`config.mk`:
```
export PLATFORM = sky130hd
export DESIGN_NAME = pipe_ctrl
export DESIGN_NICKNAME = d
export VERILOG_FILES = /design/src/rtl/cpu_pkg.sv /design/src/rtl/pipe_ctrl_hazard_det.sv /design/src/rtl/pipe_ctrl.sv
export SDC_FILE = /design/constraint.sdc
export NUM_CORES = 1
export LEC_CHECK = 0
export BUFFER_PORTS_ARGS = -buffer_cell sky130_fd_sc_hd__buf_4
export CAP_MARGIN = 10
export CORE_AREA = 2 2 112 114
export DETAILED_ROUTE_END_ITERATION = 8
export DIE_AREA = 0 0 114 116
export HOLD_SLACK_MARGIN = 0.03
export PLACE_DENSITY = 0.85
export SYNTH_ARGS = -nofsm -noshare
export SYNTH_HDL_FRONTEND = slang
export SYNTH_SLANG_ARGS = --single-unit
```
`constraint.sdc`:
```
create_clock -name i_clk -period 4.7 [get_ports i_clk]
set_clock_uncertainty 0.15 [all_clocks]
set_input_delay 0.235 -clock i_clk [delete_from_list [all_inputs] [get_ports i_clk]]
set_output_delay 0.235 -clock i_clk [all_outputs]
set_load 0.02 [all_outputs]
```
`src/rtl/cpu_pkg.sv`:
```
// Shared core types: pipeline controller states, trap kinds and default datapath widths.
package cpu_pkg;

  localparam int CFG_CPU_WIDTH = 64;
  localparam int CFG_REG_ADDRW = 5;

  typedef enum logic [1:0] {
    RUN       = 2'd0,
    BR_WAIT   = 2'd1,
    TRAP_WAIT = 2'd2
  } pipe_ctrl_state_e;

  typedef enum logic [1:0] {
    TRAP_NONE   = 2'd0,
    TRAP_EXCEPT = 2'd1,
    TRAP_MRET   = 2'd2,
    TRAP_INT    = 2'd3
  } trap_kind_e;

  // An exception outranks an mret raised alongside it; mret still selects mepc over an interrupt.
  function automatic trap_kind_e trap_kind(input logic mem_valid, input logic except_en,
                                           input logic mtime_int, input logic mret);
    if (!mem_valid)     return TRAP_NONE;
    else if (except_en) return TRAP_EXCEPT;
    else if (mret)      return TRAP_MRET;
    else if (mtime_int) return TRAP_INT;
    else                return TRAP_NONE;
  endfunction

endpackage

```
`src/rtl/pipe_ctrl_hazard_det.sv`:
```
// Load-use comparator between the ID sources and a load in EX; purely combinational.
module hazard_det #(
  parameter int REG_ADDRW = 5
) (
  input  logic                 id_valid,
  input  logic [REG_ADDRW-1:0] id_rs1,
  input  logic [REG_ADDRW-1:0] id_rs2,
  input  logic                 id_rs1_ren,
  input  logic                 id_rs2_ren,
  input  logic                 ex_valid,
  input  logic                 ex_lden,
  input  logic [REG_ADDRW-1:0] ex_rdid,
  output logic                 load_use
);

  logic rs1_hit;
  logic rs2_hit;

  assign rs1_hit  = id_rs1_ren && (id_rs1 == ex_rdid);
  assign rs2_hit  = id_rs2_ren && (id_rs2 == ex_rdid);
  // x0 is never really written, so a load targeting it cannot create a dependency.
  assign load_use = id_valid && ex_valid && ex_lden && (ex_rdid != '0) && (rs1_hit || rs2_hit);

endmodule

```
`src/rtl/pipe_ctrl.sv`:
```
// Pipeline flush/hold sequencing and PC redirect arbitration; redirects are immediate when the
// fetch unit is idle, otherwise latched and replayed on the first idle cycle of a wait state.
module pipe_ctrl
  import cpu_pkg::*;
#(
  parameter int CPU_WIDTH = CFG_CPU_WIDTH,
  parameter int REG_ADDRW = CFG_REG_ADDRW
) (
  input  logic                 i_clk,
  input  logic                 i_rst_n,
  input  logic                 i_id_valid,
  input  logic [REG_ADDRW-1:0] i_id_rs1,
  input  logic [REG_ADDRW-1:0] i_id_rs2,
  input  logic                 i_id_rs1_ren,
  input  logic                 i_id_rs2_ren,
  input  logic                 i_ex_valid,
  input  logic                 i_ex_lden,
  input  logic [REG_ADDRW-1:0] i_ex_rdid,
  input  logic                 i_ex_br_en,
  input  logic [CPU_WIDTH-1:0] i_ex_br_pc,
  input  logic                 i_mem_valid,
  input  logic                 i_mem_except_en,
  input  logic                 i_mem_mtime_int,
  input  logic                 i_mem_mret,
  input  logic [CPU_WIDTH-1:0] i_trap_pc,
  input  logic [CPU_WIDTH-1:0] i_mepc,
  input  logic                 i_ifu_busy,
  output logic                 o_flush_ifid,
  output logic                 o_flush_idex,
  output logic                 o_flush_exls,
  output logic                 o_id_hold,
  output logic                 o_fetch_hold,
  output logic                 o_pc_wen,
  output logic [CPU_WIDTH-1:0] o_pc_npc
);

  pipe_ctrl_state_e     state;
  pipe_ctrl_state_e     next_state;
  logic [CPU_WIDTH-1:0] r_tgt;
  logic [CPU_WIDTH-1:0] next_tgt;
  trap_kind_e           kind;
  logic                 trap;
  logic                 br;
  logic                 load_use;
  logic [CPU_WIDTH-1:0] trap_tgt;

  hazard_det #(.REG_ADDRW(REG_ADDRW)) u_hazard_det (
    .id_valid   (i_id_valid),
    .id_rs1     (i_id_rs1),
    .id_rs2     (i_id_rs2),
    .id_rs1_ren (i_id_rs1_ren),
    .id_rs2_ren (i_id_rs2_ren),
    .ex_valid   (i_ex_valid),
    .ex_lden    (i_ex_lden),
    .ex_rdid    (i_ex_rdid),
    .load_use   (load_use)
  );

  assign kind     = trap_kind(i_mem_valid, i_mem_except_en, i_mem_mtime_int, i_mem_mret);
  assign trap     = (kind != TRAP_NONE);
  assign trap_tgt = (kind == TRAP_MRET) ? i_mepc : i_trap_pc;
  assign br       = i_ex_valid && i_ex_br_en;

  always_comb begin
    next_state   = state;
    next_tgt     = r_tgt;
    o_flush_ifid = 1'b0;
    o_flush_idex = 1'b0;
    o_flush_exls = 1'b0;
    o_id_hold    = 1'b0;
    o_fetch_hold = 1'b0;
    o_pc_wen     = 1'b0;
    o_pc_npc     = '0;
    if (!i_rst_n) begin
      case (state)
        RUN: begin
          if (trap) begin
            o_flush_ifid = 1'b1;
            o_flush_idex = 1'b1;
            o_flush_exls = 1'b1;
            if (!i_ifu_busy) begin
              o_pc_wen = 1'b1;
              o_pc_npc = trap_tgt;
            end else begin
              next_tgt   = trap_tgt;
              next_state = TRAP_WAIT;
            end
          end else if (br) begin
            o_flush_ifid = 1'b1;
            o_flush_idex = 1'b1;
            if (!i_ifu_busy) begin
              o_pc_wen = 1'b1;
              o_pc_npc = i_ex_br_pc;
            end else begin
              next_tgt   = i_ex_br_pc;
              next_state = BR_WAIT;
            end
          end else begin
            // No flush is firing here, so the bubble request passes straight through.
            o_id_hold = load_use;
          end
        end
        BR_WAIT: begin
          o_fetch_hold = 1'b1;
          if (trap) begin
            o_flush_ifid = 1'b1;
            o_flush_idex = 1'b1;
            o_flush_exls = 1'b1;
            if (!i_ifu_busy) begin
              o_pc_wen   = 1'b1;
              o_pc_npc   = trap_tgt;
              next_state = RUN;
            end else begin
              next_tgt   = trap_tgt;
              next_state = TRAP_WAIT;
            end
          end else if (!i_ifu_busy) begin
            o_flush_ifid = 1'b1;
            o_flush_idex = 1'b1;
            o_pc_wen     = 1'b1;
            o_pc_npc     = r_tgt;
            next_state   = RUN;
          end
        end
        TRAP_WAIT: begin
          o_fetch_hold = 1'b1;
          // Keep younger ops out of MEM for as long as the trap redirect is pending.
          o_flush_exls = 1'b1;
          if (!i_ifu_busy) begin
            o_flush_ifid = 1'b1;
            o_flush_idex = 1'b1;
            o_pc_wen     = 1'b1;
            o_pc_npc     = r_tgt;
            next_state   = RUN;
          end
        end
        default: next_state = RUN;
      endcase
    end
  end

  always_ff @(posedge i_clk) begin
    if (i_rst_n) begin
      state <= RUN;
      r_tgt <= '0;
    end else begin
      state <= next_state;
      r_tgt <= next_tgt;
    end
  end

endmodule

```
==> results <==
- The count of placed standard cells including taps is 1126.
- The number of buffers added on ports is 289.
- For the worst setup path, the data required time is 4.32 ns.
- Power spread over the standard cell area amounts to 239 mW/mm^2.
- The fraction of final layout cells with drive strength greater than 1 is 32.7%.
- In the final layout, the multi-input gates occupy 0.00414 mm^2.
- In this run the remaining antenna-violating nets after routing total 0.
- The worst hold path passes through 3 cells.
- Leaving out filler cells and counting taps, the final layout contains 1141.
- The largest stage delay on the critical path is 0.64 ns.
- The run finished with clean final reports.
- The mean instance size in the synthesized netlist is 7.70 um^2.
- After global routing, the most crowded layer is met2.
- The number of design-rule violations left by the first detailed-router iteration is 749.
- The routed design has 20200 um of wire.
- The leakage power is 4.07 nW.
- For flop-to-flop paths, the worst setup slack is 2.14 ns.
- The die boundary width is 114 um.
- The top cell type by total area after synthesis is sky130_fd_sc_hd__dfxtp_1.
- After the last flow step, the layout net total stands at 1214.
- The number of remaining DRC errors is 0.
- The sequential share of the synthesized area is 22.4%.
- The total routing resource utilization after global routing is 28.9%.
- In this run, CTS created clock tree buffers numbering 9.
- The number of antenna violations at the first check in global routing came to 0.
- Setup violations remaining at the end of the flow were counted as 0.
- The number of global-route vias before repair is 6240.
- After routing, the total negative slack on setup checks comes to 0 ns.
- After synthesis, the largest area contributor takes up 22.4% of total cell area.
- The clock insertion delay at the later pin of the skew report is 0.32 ns.
- The global-route wire length before repair is 31300 um.
- The height of the die is 116 um.
- The hold buffer count at CTS is 0.
- The signal on the critical path passes through inv_1, ha_1, nor2_1, or3_2, buf_4, nor2_1, a221o_1, buf_4.
- The repair_antennas step left the layout with diodes totalling 0.
- The total number of placement rows is 40.
- The filler cells instantiated in the layout total 977.
- The wire-length estimate of the detail-placed layout is 13900 um.
- The distinct cell type count after synthesis is 38.
- After detailed routing, the average wire length per cell comes to 17.7 um.
- The yosys synthesis warning count is 0.
- In the post-synthesis netlist, the biggest area contributors are sky130_fd_sc_hd__dfxtp_1 22%, sky130_fd_sc_hd__nor2_1 13%, sky130_fd_sc_hd__a221o_1 11%.
- The final-report max-slew violation count is 0.
- The data arrival time of the worst path is 3.11 ns.
- Summing all flip-flop and latch instances after layout gives 0.00132 mm^2.
- The synthesis-to-finish area growth is 39.3%.
- After detailed placement, the total cell area comes to 0.00793 mm^2.
- Using the TritonRoute via totals, the vias-per-cell ratio works out to 6.16.
- For this run, the top clock speed supported by timing is 287 MHz.
- The final critical path takes up 74.3% of the cycle.
- Counting cells, the worst reg-to-reg path comes to 7.
- The global route total overflow is 0.
- The global-route met2 utilization is 49.3%.
- CTS saw 66 sinks.
- The total of max-cap violations is 0.
- The finished cells cover 0.00820 mm^2.
- The number of nets in the synthesized netlist is 989.
- The met3 demand-to-capacity share in global routing is 5.02%.
- The area enclosed by the die boundary is 0.0132 mm^2.
- The met1 track demand over resource in global routing is 36.8%.
- The pin count of the biggest net entering global routing is 112.
- During I/O placement, the number of pins put on the boundary was 290.
- Setup repair after global routing left no endpoint under its margin.
- The maximum clock path buffer count is 2.
- The core region is 0.0119 mm^2.
- The initial cell density of the core is 49.4%.
- At the pin with the least slew margin, the transition time is 1.03 ns.
- The library cells used most frequently in the layout, excluding fill and tap cells, are 300 x sky130_fd_sc_hd__buf_4, 200 x sky130_fd_sc_hd__nor2_1, 68 x sky130_fd_sc_hd__nand2_1.
- The endpoint kind of the worst setup timing path is an output port.
- Routability-driven placement finished with a final weighted congestion of 0.837.
- The vias after detailed routing is 7033.
- The clock root buffer is sky130_fd_sc_hd__clkbuf_16.
- Summing every instance area after synthesis gives 0.00589 mm^2.
- The library cell used most frequently in the layout, excluding fill and tap cells, is sky130_fd_sc_hd__buf_4.
- The cell count after synthesis came out at 765.
- The synthesis-stage register bit count is 66.
- The detailed-router iteration count before antenna repair is 6.
- The kind of launch point of the worst setup path is a flip-flop.
- The worst IR drop on VDD is 0.158 mV.
- The category of the most critical setup path is flip-flop to output port.
- The worst-case headroom to the max-slew limit is 31.3%.
- The worst-path cell with the longest stage delay is sky130_fd_sc_hd__or3_2.
- TritonCTS built the clock tree.
- The tightest min-delay check is of the input port to flip-flop type.
- The total count of hold-check failures in the final report was 0.
- The post-route core utilization is 68.8%.
- After clock tree synthesis, the clock-pin slew on the worst setup and hold paths is 0.06 ns.
- The number of resized instances in the post-cts repair step is 0.
- The H-tree generated during clock tree synthesis spans 3 levels.
- After clock tree synthesis, the setup repair step added 0 buffers.
- After layout, the minimum clock period comes to 3.49 ns.
- In this run the worst path has a maximum fanout of 34.
-- synthesized netlist by cell type (all sizes together) --
cell type / instances
a2111oi: 1
a211o: 64
a21bo: 1
a21oi: 7
a221o: 64
a22o: 31
a311oi: 65
and3: 1
buf: 35
clkbuf: 52
dfxtp: 66
ha: 4
inv: 4
mux2i: 64
nand2: 68
nand3: 5
nand3b: 2
nand4: 1
nand4b: 2
nor2: 202
nor2b: 1
nor3: 3
nor4: 2
nor4b: 1
o2111ai: 1
o21ai: 2
o21bai: 1
o31a: 1
o31ai: 1
or3: 2
or4: 1
xnor2: 2
xor2: 8
-- layout make-up --
cell class / count / share of cell area [%]
tap: 147 / 2.24
sequential: 66 / 16.1
clock inverter: 3 / 0.183
inverter: 4 / 0.183
timing repair buffer: 301 / 27.7
clock buffer: 12 / 3.13
multi-input combinational: 608 / 50.4
-- routing by layer --
layer  share of wire (%)  vias to the layer above  wire length [um]
li1                    -                     3360                 -
met1                  40                     3277              8200
met2                  49                      360              9840
met3                 8.6                       36              1740
met4                 2.4                        0               476
met5                   0                        -                 0
-- path summary, 6_finish.rpt --
path | from | to
worst max-delay path | state[1] | o_pc_npc[43]
worst min-delay path | i_ex_br_pc[52] | r_tgt[52]
worst max register to register | state[1] | r_tgt[15]
worst min register to register | r_tgt[63] | r_tgt[63]
-- critical path: cells and delay by family (launching register included) --
kind | cells | cell delay, ns
flops | 1 | 0.44
fa+ha+maj | 1 | 0.32
compound gates | 1 | 0.27
simple gates | 3 | 1.01
buf+inv | 3 | 0.73
-- metrics by stage --
step | hold slack, ns | power (mW) | setup slack (ns)
4_1_cts | 0.0337 | 1.97 | 1.21
3_3_place_gp | 0.354 | 1.34 | 1.56
3_5_place_dp | 0.360 | 1.35 | 1.54
2_1_floorplan | 0.247 | 1.08 | 2.23
5_1_grt | 0.0457 | 2.07 | 0.995
6_report | 0.0421 | 1.96 | 1.21
-- logic make-up (layout without fill, tap and decap cells) --
logic type,Yosys count,in the layout,share of synthesized area (%)
simple gates,291,291,19.7
compound gates,239,239,36.6
buf+inv,91,320,8.06
flops,66,66,22.4
mux,64,64,10.9
xor+xnor,10,10,1.49
fa+ha+maj,4,4,0.850
-- flip-flops by register name, indices dropped and copies added (netlist names) --
signal,cells
r_tgt,64
state,2
-- power breakdown --
part,total [mW],internal (mW),switching [mW]
Sequential,0.682,0.624,0.0579
Clock,0.617,0.380,0.237
Combinational,0.663,0.322,0.342
Power figures use the tool's default switching activity.
